--- config.mk ---
export PLATFORM = sky130hd
export DESIGN_NAME = fifo_rd_unpacker
export DESIGN_NICKNAME = d
export VERILOG_FILES = /design/src/rtl/fifo_rd_unpacker.sv
export SDC_FILE = /design/constraint.sdc
export NUM_CORES = 1
export LEC_CHECK = 0
export CAP_MARGIN = 10
export CORE_MARGIN = 2
export CORE_UTILIZATION = 52
export CTS_BUF_LIST = sky130_fd_sc_hd__clkbuf_16
export DETAILED_ROUTE_END_ITERATION = 10
export PLACE_DENSITY_LB_ADDON = 0.12
export SYNTH_ARGS = -nofsm -noshare
export SYNTH_HDL_FRONTEND = slang
export SYNTH_SLANG_ARGS = --single-unit
export TNS_END_PERCENT = 1
--- constraint.sdc ---
create_clock -name clk -period 3.6 [get_ports clk]
set_clock_uncertainty 0.2 [all_clocks]
set_input_delay 0.72 -clock clk [delete_from_list [all_inputs] [get_ports clk]]
set_output_delay 0.72 -clock clk [all_outputs]
set_load 0.01 [all_outputs]
--- src/rtl/fifo_rd_unpacker.sv ---
// fifo_rd_unpacker
// Reads one DIN_W-bit word at a time from an upstream FIFO, then sends it
// downstream as RATIO = DIN_W/DOUT_W narrow beats with valid/ready
// handshaking. The least significant beat goes first.
//
// Ports
//   clk         single clock; all logic is on its rising edge
//   rst         synchronous active-high reset
//   fifo_empty  upstream FIFO empty flag
//   fifo_rd_en  read strobe to the upstream FIFO (combinational in IDLE)
//   fifo_dout   FIFO read data; valid the cycle after fifo_rd_en
//   out_valid   output beat valid
//   out_ready   downstream accept
//   out_data    output beat (DOUT_W bits)
//   out_last    marks the final beat of a word
//   busy        high whenever the FSM is not in IDLE
//   word_cnt    count of fully transferred words; wraps at 16 bits
//
// DIN_W must be an integer multiple of DOUT_W.
module fifo_rd_unpacker #(
    parameter int DIN_W  = 32,
    parameter int DOUT_W = 8
) (
    input  logic              clk,
    input  logic              rst,
    input  logic              fifo_empty,
    output logic              fifo_rd_en,
    input  logic [DIN_W-1:0]  fifo_dout,
    output logic              out_valid,
    input  logic              out_ready,
    output logic [DOUT_W-1:0] out_data,
    output logic              out_last,
    output logic              busy,
    output logic [15:0]       word_cnt
);

    localparam int RATIO = DIN_W / DOUT_W;
    localparam int IDX_W = (RATIO > 1) ? $clog2(RATIO) : 1;
    localparam logic [IDX_W-1:0] LAST_IDX = IDX_W'(RATIO - 1);

    typedef enum logic [1:0] {
        ST_IDLE = 2'd0,
        ST_LOAD = 2'd1,
        ST_SEND = 2'd2
    } state_t;

    state_t             state_r;
    state_t             state_s;
    logic [DIN_W-1:0]   shift_r;
    logic [IDX_W-1:0]   beat_idx_r;
    logic [15:0]        word_cnt_r;
    logic               xfer_s;
    logic               last_s;

    // Outputs decoded straight from registered state. The shift register has
    // been emptied by the time the FSM is back in IDLE, so out_data is zero there.
    assign out_valid = (state_r == ST_SEND);
    assign last_s    = (state_r == ST_SEND) && (beat_idx_r == LAST_IDX);
    assign out_last  = last_s;
    assign out_data  = shift_r[DOUT_W-1:0];
    assign busy      = (state_r != ST_IDLE);
    assign word_cnt  = word_cnt_r;

    // Next-state logic, FIFO read strobe and beat transfer qualifier.
    always_comb begin
        state_s    = state_r;
        fifo_rd_en = 1'b0;
        xfer_s     = 1'b0;
        case (state_r)
            ST_IDLE: begin
                // A read is issued only from IDLE, so at most one read is outstanding.
                fifo_rd_en = !fifo_empty && !rst;
                if (!fifo_empty) begin
                    state_s = ST_LOAD;
                end else begin
                    state_s = ST_IDLE;
                end
            end
            ST_LOAD: begin
                state_s = ST_SEND;
            end
            ST_SEND: begin
                xfer_s = out_ready;
                if (out_ready && last_s) begin
                    state_s = ST_IDLE;
                end else begin
                    state_s = ST_SEND;
                end
            end
            default: begin
                state_s = ST_IDLE;
            end
        endcase
    end

    // State register, word capture/shift, beat index and word counter.
    always_ff @(posedge clk) begin
        if (rst) begin
            state_r    <= ST_IDLE;
            shift_r    <= '0;
            beat_idx_r <= '0;
            word_cnt_r <= 16'd0;
        end else begin
            state_r <= state_s;
            case (state_r)
                ST_LOAD: begin
                    shift_r    <= fifo_dout;
                    beat_idx_r <= '0;
                end
                ST_SEND: begin
                    if (xfer_s) begin
                        shift_r    <= shift_r >> DOUT_W;
                        beat_idx_r <= beat_idx_r + IDX_W'(1);
                        if (last_s) begin
                            word_cnt_r <= word_cnt_r + 16'd1;
                        end
                    end
                end
                default: begin
                    shift_r    <= shift_r;
                    beat_idx_r <= beat_idx_r;
                end
            endcase
        end
    end

endmodule

==> impl_metrics.env <==
export IMPL_synth_area_leaders="dfxtp_1 (42%), a311oi_2 (12%), nand2_1 (9.9%)"
export IMPL_finalWeightedCongestion=0.7422
export IMPL_synthesis_nets=328
export IMPL_yosys_warnings=0
export IMPL_dieArea_sq_um=5383
export IMPL_clk_pin_slew_ns=0.06
export IMPL_post_cts_resized=0
export IMPL_synth_cell_type_count=36
export IMPL_clock_sinks=52
export IMPL_num_antenna_cells=0
export IMPL_reg2regPathDepth=6
export IMPL_cp_slowest_stage_delay_ns=0.63
export IMPL_nets=372
export IMPL_die_h_um=73.37
export IMPL_overflow=0
export IMPL_clock_path_buffers=2
export IMPL_finalCriticalPeriod_ns=2.956
export IMPL_place_detailed_hpwl_um=3293
export IMPL_criticalPathCategory="reg -> out"
export IMPL_avgSynthCellArea_sq_um=8.629
export IMPL_holdCritPathClass="reg -> reg"
export IMPL_setup_tns_ns=0
export IMPL_drc=0
export IMPL_antenna_found_initial=0
export IMPL_crit_path_end_kind="output pin"
export IMPL_yosysSeqAreaShare_pct=41.60
export IMPL_synth_top_cell_area_share_pct=41.60
export IMPL_relSlewSlack_pct=58.52
export IMPL_postRouteWirelength_um=4831
export IMPL_grt_pass1_vias=1973
export IMPL_cts_tree="done"
export IMPL_layout_drive_gt1_share_pct=11.08
export IMPL_dr_first_iter_drc_count=114
export IMPL_worstSetupPathDepth=3
export IMPL_grt_max_degree=51
export IMPL_port_buffers=63
export IMPL_syn_inst=290
export IMPL_syn_area_sq_um=2502
export IMPL_synth_largest_area_cell="dfxtp_1"
export IMPL_yosys_register_bits=52
export IMPL_p_leak_nw=1.215
export IMPL_avgViaCountPerCell=5.387
export IMPL_rsz0062_at_grt="false"
export IMPL_dr_pass1_iters=4
export IMPL_outcome="finished clean"
export IMPL_cap_violations=0
export IMPL_wl_per_cell_um=12.45
export IMPL_die_w_um=73.37
export IMPL_post_route_util_pct=68.05
export IMPL_cp_data_arrival_time_ns=2.04
export IMPL_power_density_nw_per_um2=400.5
export IMPL_h_tree_depth=2
export IMPL_drv_slew=0
export IMPL_cp_cell_sequence="nand2b_1, inv_2, clkdlybuf4s50_1"
export IMPL_antenna_left=0
export IMPL_coreArea_sq_um=4692
export IMPL_worst_pin_slew_ns=0.6209
export IMPL_startpoint_type="register"
export IMPL_cts_hold_buf=0
export IMPL_hold_viol_final=0
export IMPL_finalSetupViolations=0
export IMPL_timing_final_crit_share_pct=82.11
export IMPL_cts_buffers_inserted=5
export IMPL_fp_row_count=25
export IMPL_critical_path_slowest_cell="clkdlybuf4s50_1"
export IMPL_irDropWorstVdd_mv=0.3309
export IMPL_clock_latency_ns=0.28
export IMPL_fmax_mhz=338.3
export IMPL_critPathBufInv=2
export IMPL_start_util_pct=53.33
export IMPL_holdPathStages=2
export IMPL_io_pins=64
export IMPL_worstPathMaxFanout=29
export IMPL_clockRootBuffer="clkbuf_16"
export IMPL_crit_family="buffers and inverters"
export IMPL_area_growth_pct=27.60
export IMPL_num_vias=2090
export IMPL_postCtsSetupBuffers=0
export IMPL_grt_pass1_wl_um=8349
export IMPL_track_usage_pct=19.31
export IMPL_worstPathRequired_ns=2.68
metal layers:
layer / vias to the layer above / share of wire [%] / GRT usage (%)
met4: 0 / 1.9 / 7.879
met2: 58 / 45 / 31.23
met5: - / 0 / 0
li1: 1072 / - / -
met3: 10 / 5.2 / 3.567
met1: 950 / 48 / 25.40
cell usage in the layout, fill, tap and decap left out, drive strengths merged, types with 5 or more instances in the layout:
master	n
a21oi	12
a311oi	24
clkbuf	5
clkdlybuf4s50	62
dfxtp	52
mux2	5
nand2	66
nand2b	5
nand3	8
nor2	44
nor2b	6
xor2	5
sequential cells by signal, indices dropped and copies added, names as in the netlist:
name and flops:
shift_r 32, word_cnt 16, beat_idx_r 2, state_r 2
report_power, final:
| group | leakage, nW | internal (mW) | switching (mW) |
|---|---|---|---|
| registers | 0.424 | 0.610 | 0.0199 |
| logic | 0.720 | 0.105 | 0.102 |
| clock network | 0.0709 | 0.250 | 0.192 |
cells by family (layout without fill, tap and decap cells):
family | after synthesis | in the layout | share of synthesized area (%)
and+or+nand+nor | 150 | 150 | 27.45
DFF | 52 | 52 | 41.60
muxes | 6 | 6 | 2.650
xor gates and xnor gates | 9 | 9 | 3.150
AOI/OAI and AO/OA | 41 | 41 | 17.10
adders and majority gates | 2 | 2 | 0.9998
buffers and inverters | 30 | 74 | 7.050
cells in the mapped netlist (all sizes together):
| cell | n |
|---|---|
| a21o | 2 |
| a21oi | 12 |
| a311oi | 24 |
| a31oi | 2 |
| and2 | 1 |
| and3 | 4 |
| and3b | 1 |
| and4 | 1 |
| buf | 21 |
| clkbuf | 8 |
| dfxtp | 52 |
| ha | 2 |
| inv | 1 |
| mux2 | 5 |
| mux2i | 1 |
| nand2 | 66 |
| nand2b | 5 |
| nand3 | 8 |
| nand3b | 1 |
| nand4 | 4 |
| nand4b | 1 |
| nor2 | 44 |
| nor2b | 6 |
| nor3 | 4 |
| nor4 | 2 |
| o21ai | 1 |
| or2 | 1 |
| or3 | 1 |
| xnor2 | 4 |
| xor2 | 5 |
per-stage QoR:
| stage | setup WS, ns | hold slack [ns] | cell area [sq um] | power (mW) | instances |
|---|---|---|---|---|---|
| CTS | 0.6380 | 0.2567 | 3193 | 1.287 | 388 |
| floorplan | 1.209 | 0.2366 | 2502 | 0.7854 | 290 |
| global placement | 0.8112 | 0.2421 | 3059 | 0.8474 | 381 |
| finish | 0.6440 | 0.2553 | 3193 | 1.279 | 388 |
| detailed placement | 0.7786 | 0.2475 | 3059 | 0.8511 | 381 |
| global route | 0.5530 | 0.2783 | 3193 | 1.334 | 388 |
path summary, 6_finish.rpt:
kind	start	end	slack, ns
worst max register to register	state_r[1]	shift_r[15]	1.09
worst min-delay path	shift_r[28]	shift_r[28]	0.26
worst max-delay path	state_r[1]	out_valid	0.64
worst min register to register	shift_r[28]	shift_r[28]	0.26
final cells by class:
class,instances,area [sq um]
clock buffers,5,125.1
clock inverters,2,8.758
fillers,422,1499
multi-input cells,208,1286
repair buffers,66,660.6
well taps,54,67.56
inverters,1,3.754
flip-flops and latches,52,1041
tightest hold or removal path, delay by kind of cell (launching register included):
kind	cells	cell delay, ns
AO/OA/AOI/OAI	1	0.05
flip-flops	1	0.31
AND/OR/NAND/NOR	1	0.05
Power figures use the tool's default switching activity.
